$ cat config.mk
export PLATFORM = sky130hd
export DESIGN_NAME = alu_writeback
export DESIGN_NICKNAME = d
export VERILOG_FILES = /design/src/rtl/td4_pkg.sv /design/src/rtl/step_edge.sv /design/src/rtl/alu_writeback.sv
export SDC_FILE = /design/constraint.sdc
export NUM_CORES = 1
export LEC_CHECK = 0
export ABC_AREA = 1
export BUFFER_PORTS_ARGS = -buffer_cell sky130_fd_sc_hd__buf_4
export CAP_MARGIN = 20
export CORE_MARGIN = 3
export CORE_UTILIZATION = 50
export CTS_CLUSTER_SIZE = 24
export DETAILED_ROUTE_END_ITERATION = 12
export HOLD_SLACK_MARGIN = 0.15
export PLACE_DENSITY = 0.82
export SLEW_MARGIN = 20
export SYNTH_ARGS = -nofsm -noshare
export SYNTH_HDL_FRONTEND = slang
export SYNTH_HIERARCHICAL = 1
export SYNTH_SLANG_ARGS = --single-unit
$ cat constraint.sdc
create_clock -name CLK -period 2.1 [get_ports CLK]
set_input_delay 0.315 -clock CLK [delete_from_list [all_inputs] [get_ports CLK]]
set_output_delay 0.315 -clock CLK [all_outputs]
set_load 0.005 [all_outputs]
$ cat src/rtl/td4_pkg.sv
// td4_pkg: shared constants for the TD4 datapath (load-enable bit positions,
// load-vector width and default data width).
package td4_pkg;

  localparam int unsigned LD_WIDTH   = 4;
  localparam int unsigned DATA_WIDTH = 4;

  localparam int unsigned LD_A   = 0;
  localparam int unsigned LD_B   = 1;
  localparam int unsigned LD_OUT = 2;
  localparam int unsigned LD_PC  = 3;

  typedef logic [LD_WIDTH-1:0] ld_vec_t;

endpackage

$ cat src/rtl/step_edge.sv
// step_edge: rising-edge detector on the single-step request level.
// EXEC is high on the clock edge where the previous STEP was 0 and the current
// STEP is 1. The delay flop resets to 1 so a STEP held high through reset
// release does not trigger an execute.
module step_edge (
  input  logic CLK,
  input  logic RST,
  input  logic STEP,
  output logic EXEC
);

  logic r_step_prev;

  // Delay flop holding the previous STEP level; resets high.
  always_ff @(posedge CLK) begin
    if (RST) begin
      r_step_prev <= 1'b1;
    end else begin
      r_step_prev <= STEP;
    end
  end

  assign EXEC = STEP & ~r_step_prev;

endmodule

$ cat src/rtl/alu_writeback.sv
// alu_writeback: TD4 execute / write-back stage.
// Adds the selector output Y to the immediate IM and loads the sum into
// A, B, OUT and/or PC as selected by LD; otherwise PC increments. The carry
// flag captures the adder carry on every execute cycle.
// Optional feature macro: TD4_SINGLE_STEP_EN (adds STEP port; one instruction
// executes per rising STEP edge).
module alu_writeback
  import td4_pkg::*;
#(
  parameter int bitWidth = DATA_WIDTH
) (
  input  logic                CLK,
  input  logic                RST,
  input  logic [bitWidth-1:0] Y,
  input  logic [bitWidth-1:0] IM,
  input  logic [LD_WIDTH-1:0] LD,
`ifdef TD4_SINGLE_STEP_EN
  input  logic                STEP,
`endif
  output logic [bitWidth-1:0] REG_A,
  output logic [bitWidth-1:0] REG_B,
  output logic [bitWidth-1:0] OUT,
  output logic [bitWidth-1:0] PC,
  output logic                CF
);

  logic [bitWidth-1:0] r_a;
  logic [bitWidth-1:0] r_b;
  logic [bitWidth-1:0] r_out;
  logic [bitWidth-1:0] r_pc;
  logic                r_cf;

  logic                w_exec;
  logic [bitWidth:0]   w_full;
  logic [bitWidth-1:0] w_sum;
  logic                w_carry;

  logic [bitWidth-1:0] w_a_nxt;
  logic [bitWidth-1:0] w_b_nxt;
  logic [bitWidth-1:0] w_out_nxt;
  logic [bitWidth-1:0] w_pc_nxt;
  logic                w_cf_nxt;

`ifdef TD4_SINGLE_STEP_EN
  step_edge u_step_edge (
    .CLK  (CLK),
    .RST  (RST),
    .STEP (STEP),
    .EXEC (w_exec)
  );
`else
  assign w_exec = 1'b1;
`endif

  // Inline adder widened by one bit so the MSB is the carry.
  assign w_full  = {1'b0, Y} + {1'b0, IM};
  assign w_sum   = w_full[bitWidth-1:0];
  assign w_carry = w_full[bitWidth];

  // Next-state selection: load the sum where enabled, PC otherwise increments.
  always_comb begin
    w_a_nxt   = r_a;
    w_b_nxt   = r_b;
    w_out_nxt = r_out;
    w_pc_nxt  = r_pc;
    w_cf_nxt  = r_cf;
    if (w_exec) begin
      if (LD[LD_A]) begin
        w_a_nxt = w_sum;
      end else begin
        w_a_nxt = r_a;
      end
      if (LD[LD_B]) begin
        w_b_nxt = w_sum;
      end else begin
        w_b_nxt = r_b;
      end
      if (LD[LD_OUT]) begin
        w_out_nxt = w_sum;
      end else begin
        w_out_nxt = r_out;
      end
      if (LD[LD_PC]) begin
        w_pc_nxt = w_sum;
      end else begin
        w_pc_nxt = r_pc + {{(bitWidth-1){1'b0}}, 1'b1};
      end
      w_cf_nxt = w_carry;
    end else begin
      w_a_nxt   = r_a;
      w_b_nxt   = r_b;
      w_out_nxt = r_out;
      w_pc_nxt  = r_pc;
      w_cf_nxt  = r_cf;
    end
  end

  // Architectural state registers; synchronous reset dominates everything.
  always_ff @(posedge CLK) begin
    if (RST) begin
      r_a   <= {bitWidth{1'b0}};
      r_b   <= {bitWidth{1'b0}};
      r_out <= {bitWidth{1'b0}};
      r_pc  <= {bitWidth{1'b0}};
      r_cf  <= 1'b0;
    end else begin
      r_a   <= w_a_nxt;
      r_b   <= w_b_nxt;
      r_out <= w_out_nxt;
      r_pc  <= w_pc_nxt;
      r_cf  <= w_cf_nxt;
    end
  end

  assign REG_A = r_a;
  assign REG_B = r_b;
  assign OUT   = r_out;
  assign PC    = r_pc;
  assign CF    = r_cf;

endmodule
==> metrics, run 1 <==
Cells after Synth=105; met3 wire length=107 um; first-pass GRT wire length=2884 um; Die Width=45.80 um; root buffer cell=clkbuf_4; Placed Instance Area=0.001025 sq mm; Die H=45.80 um; Seq cells post-synth=17; antenna diode count=0; FF/Latch Area=340.3 sq um; reg2reg end=PC[1]; minimum clock period after layout=1.355 ns; Fin Clk Skew=0.0001370 ns; uppermost layer routed=met4; hold_buf cts=0; max_cap viols=0; combinational power share=24.1%; GP Congestion=0.7804; Clock Power Share=24.2%; pwr dens=683.1 mW/mm^2; initial antenna violation count=0; number of port buffers=30; Mapped Area=792.0 sq um; final core occ=75.22%; post-CTS setup buffer count=0; normalized max-slew margin=78.30%; DRT met1 WL=779 um; drt wl/cell=11.37 um; design area=0.001052 sq mm; fin. max-slew vios=0; R2R Setup Slk=1.14 ns; area of the multi-input gates=372.9 sq um; Core Box Area=0.001399 sq mm; DP HPWL=1374 um; GR Overflow Total=0; synth unique cells=13; Post-Layout Cell Count=153; TritonCTS clock tree=yes; RSZ-0062 raised after global routing=false; switch share=28.74%; Placed Instances=149; # fillers=119; Pint=0.5123 mW; area grow syn2layout=32.86%; share of layout cells above drive strength 1=25.36%; CTS Sinks=17; Finish-stage setup viols=0; nets=159; Pleak=0.5734 nW; post-CTS resize count=0; ANT nets after route=0; largest net degree at the start of global routing=11; Ys Warns=6; worst path arrival time=1.59 ns; CTS buffer count=3; hold depth=2; Max Fanout on Critical Path=4; via count=758; Seq/Total Area, Yosys=42.97%; CP Capture Type=register; Setup TNS=0 ns; Flop pwr share=51.6%; required time of the critical path=2.33 ns; period utilization=64.51%; max frequency=738.1 MHz; critical path class=in -> reg; vias per cell=4.954; DR iter-0 viols=7; vias in the first global route=680; Reg clk slew, reported paths=0.10 ns; row count=13; H-tree depth=1; Critical Path End=PC[2]; Startpoint Class=primary input; worst r2r src=PC[0]; pre-CTS setup slack=0.4133 ns; final hold violation count=0; wire length on met2=811 um; IO Count=31; final setup margin=0.7452 ns; DRT Wirelength=1740 um; NetSw=0.2066 mW; Clock Path Buffers=2; worst slew pin tran=0.3232 ns; HP Class=in -> reg; VDD IR max=0.0005128 V; R2R cell count=3; Crit. Startpoint=Y[0]; status=complete, no violations; Syn Nets=125; router iterations before antenna repair=4; DR DRC count=0; Worst-Skew Late Latency=0.29 ns; Initial Utilization=56.62%; die area=0.002098 sq mm; Mapped Avg Cell Area=7.543 sq um; GR Util All Layers=19.39%
-- worst max-delay path, stage by stage --
cell and delay, ns:
buf_4 0.08, ha_1 0.18, inv_1 0.07, fa_1 0.39, xnor2_1 0.31, o21ai_0 0.12
a21oi_1 0.13
-- state kept, by name, indices dropped and copies added, names as in the netlist --
| register | count |
|---|---|
| CF | 1 |
| OUT | 4 |
| PC | 4 |
| REG_A | 4 |
| REG_B | 4 |
-- layout make-up --
cell class | count | area share, %
inverter | 18 | 6.421
sequential | 17 | 32.34
clock inverter | 1 | 0.4756
clock buffer | 3 | 2.140
tap | 15 | 1.784
multi-input combinational | 69 | 35.43
timing repair buffer | 30 | 21.40
-- logic make-up (layout without fill, tap and decap cells) --
logic type / Yosys count / count (layout) / synth area share [%]
compound gates: 21 / 21 / 13.27
flops: 17 / 17 / 42.97
simple gates: 40 / 40 / 21.17
xor+xnor: 2 / 2 / 2.212
fa+ha+maj: 6 / 6 / 10.43
buf+inv: 19 / 52 / 9.952
-- metal layers --
metal / GRT usage (%) / vias to the layer above
li1: - / 402
met1: 23.37 / 329
met2: 32.31 / 22
met3: 2.372 / 5
met4: 11.93 / 0
met5: 0 / -
-- how the worst min path moves through the flow --
| stage | start | end |
|---|---|---|
| after CTS | LD[3] | PC[1] |
| after global placement | OUT[0] | OUT[0] |
| after detailed placement | OUT[0] | OUT[0] |
| final | LD[3] | PC[1] |
| after floorplan | LD[2] | OUT[1] |
| after global routing | LD[3] | PC[1] |
-- placed cells by master (no fill, tap or decap), drive strengths merged --
cell and n:
buf 30, clkbuf 3, fa 1, dfxtp 17, xnor2 2, nand2 9
nand3 8, nand4 1, inv 18, nor2 22, a21oi 8, clkinv 1
ha 5, o21ai 13
-- cells in the mapped netlist (all sizes together) --
master   n  area [sq um]
o21ai   13         65.06
nor2    22         82.58
xnor2    2         17.52
fa       1         20.02
ha       5         62.56
a21oi    8         40.04
dfxtp   17         340.3
nand3    8         45.04
nand4    1         6.260
nand2    9         33.78
buf      1         11.26
inv     18         67.56
-- through the flow --
step	hold slack (ns)	total power, mW
after global placement	0.4835	0.5461
after global routing	0.1956	0.7683
after CTS	0.1912	0.7254
final	0.1943	0.7188
after floorplan	0.4047	0.4639
after detailed placement	0.4971	0.5519
-- power by group through the flow --
stage | registers [mW] | clock network (mW) | logic, mW
after floorplan | 0.379 | 0 | 0.0847
after global placement | 0.377 | 0 | 0.169
after detailed placement | 0.378 | 0 | 0.174
after CTS | 0.371 | 0.179 | 0.175
after global routing | 0.374 | 0.194 | 0.200
final | 0.371 | 0.174 | 0.174
Note: power is estimated with default switching activity, not from simulation.
==> inputs of run 2 (changes only) <==
- CORE_UTILIZATION: 50 -> 46
- PLACE_DENSITY: 0.82 -> 0.76
- clock period: 2.1 -> 1.3 ns (I/O delays scaled with it)
==> metrics, run 2 (synthesis gave the netlist of run 1 again) <==
Startpoint Class=primary input; most frequent cells in the layout=31 x buf_4, 22 x nor2_1, 18 x inv_1; HP Class=in -> reg; required time of the critical path=1.54 ns; vias in the first global route=753; fin. max-slew vios=0; minimum clock period after layout=1.161 ns; router iterations before antenna repair=4; period utilization=89.32%; area grow syn2layout=41.23%; hold depth=4; crit path max-delay cell type=dlygate4sd3_1; worst r2r src=PC[0]; ANT nets after route=0; Max Fanout on Critical Path=10; critical-path cell list=dlygate4sd3_1 -> buf_4 -> inv_1 -> o21ai_0 -> a21oi_1; leading cell type in the layout, fill and taps excluded=buf_4; Initial Utilization=50.80%; R2R cell count=3; initial antenna violation count=0; Pleak=0.6053 nW; IO Count=31; gr busiest metal=met2; WHS Endpoint=CF; Worst-Skew Late Latency=0.30 ns; final hold violation count=0; Fin Clk Skew=0.0007782 ns; GR Overflow Total=0; GR Util All Layers=19.24%; GR Util met2=32.62%; Post-Layout Cell Count=160; max frequency=861.2 MHz; CTS Sinks=17; via count=805; CTS buffer count=3; worst slew pin tran=0.2542 ns; # fillers=132; max_cap viols=0; R2R Setup Slk=0.35 ns; largest net degree at the start of global routing=11; antenna diode count=0; root buffer cell=clkbuf_4; vias per cell=5.031; CP Capture Type=register; worst path arrival time=1.40 ns; Clock Path Buffers=2; TritonCTS clock tree=yes; Tot Pwr=1.199 mW; drt wl/cell=12.03 um; Reg clk slew, reported paths=0.10 ns; row count=14; number of port buffers=30; die area=0.002256 sq mm; VDD IR max=0.0007136 V; routing usage on met3=3.383%; H-tree depth=1; reg2reg end=PC[1]; first-pass GRT wire length=2973 um; critical path class=in -> reg; DR iter-0 viols=7; RSZ-0062 raised after global routing=false; Finish-stage setup viols=0; Placed Instances=151; Die Width=47.50 um; DP HPWL=1407 um; pwr dens=1072 mW/mm^2; GP Congestion=0.7917; slowest cell delay on critical path=0.55 ns; normalized max-slew margin=83.03%; met1 Use GR=21.94%; DRT Wirelength=1925 um; post-CTS setup buffer count=0; DR DRC count=0; share of layout cells above drive strength 1=25.69%; status=complete, no violations; Core Box Area=0.001559 sq mm; Die H=47.50 um; nets=165; hold_sp=IM[3]
[run 2: worst max-delay path by stage]
stage | start | to | slack [ns] | cells past startpoint
3_5_place_dp | Y[0] | PC[2] | -0.18 | 7
4_1_cts | Y[0] | PC[2] | 0.13 | 7
3_3_place_gp | Y[0] | PC[2] | -0.12 | 7
6_report | RST | PC[0] | 0.14 | 5
5_1_grt | RST | PC[2] | 0.07 | 5
2_1_floorplan | Y[0] | PC[2] | 0.04 | 6
[run 2: report_power, final]
part / internal, mW / switching [mW]
clock: 0.115 / 0.183
combinational: 0.160 / 0.142
sequential: 0.569 / 0.0295
total: 0.844 / 0.355
[run 2: through the flow]
step | util (%) | area (sq um) | hold WS, ns | worst slack (ns) | setup TNS, ns
after global routing | 71.75 | 1119 | 0.2768 | 0.06501 | 0
after CTS | 71.27 | 1111 | 0.2457 | 0.1254 | 0
after floorplan | - | 792.0 | 0.2847 | 0.04127 | 0
after global placement | 66.29 | 1033 | 0.3919 | -0.1164 | -0.3179
final | 71.75 | 1119 | 0.2433 | 0.1389 | 0
after detailed placement | 66.29 | 1033 | 0.3931 | -0.1844 | -0.6138
[run 2: final cells by class]
cell class | count | area [sq um] | share of cell area [%]
well taps | 16 | 20.02 | 1.790
flip-flops and latches | 17 | 340.3 | 30.43
multi-input cells | 69 | 380.4 | 34.00
inverters | 18 | 67.56 | 6.040
clock buffers | 3 | 22.52 | 2.013
clock inverters | 1 | 5.005 | 0.4474
repair buffers | 36 | 282.8 | 25.28
[run 2: what timing repair did]
item / CTS / global route
setup endpoints to repair: 0 / 1
hold buffers: 5 / 0
gates resized for setup: 0 / 1
endpoints found under the hold margin: 5 / 0
[run 2: layer usage]
layer | up-vias | share of wire, %
met5 | - | 0
met4 | 0 | 3.1
met1 | 357 | 42
met2 | 28 | 49
li1 | 411 | -
met3 | 9 | 5.6
[run 2: critical path, delay by kind of cell]
family / cells / cell delay (ns)
buf+inv: 3 / 0.93
compound gates: 2 / 0.27
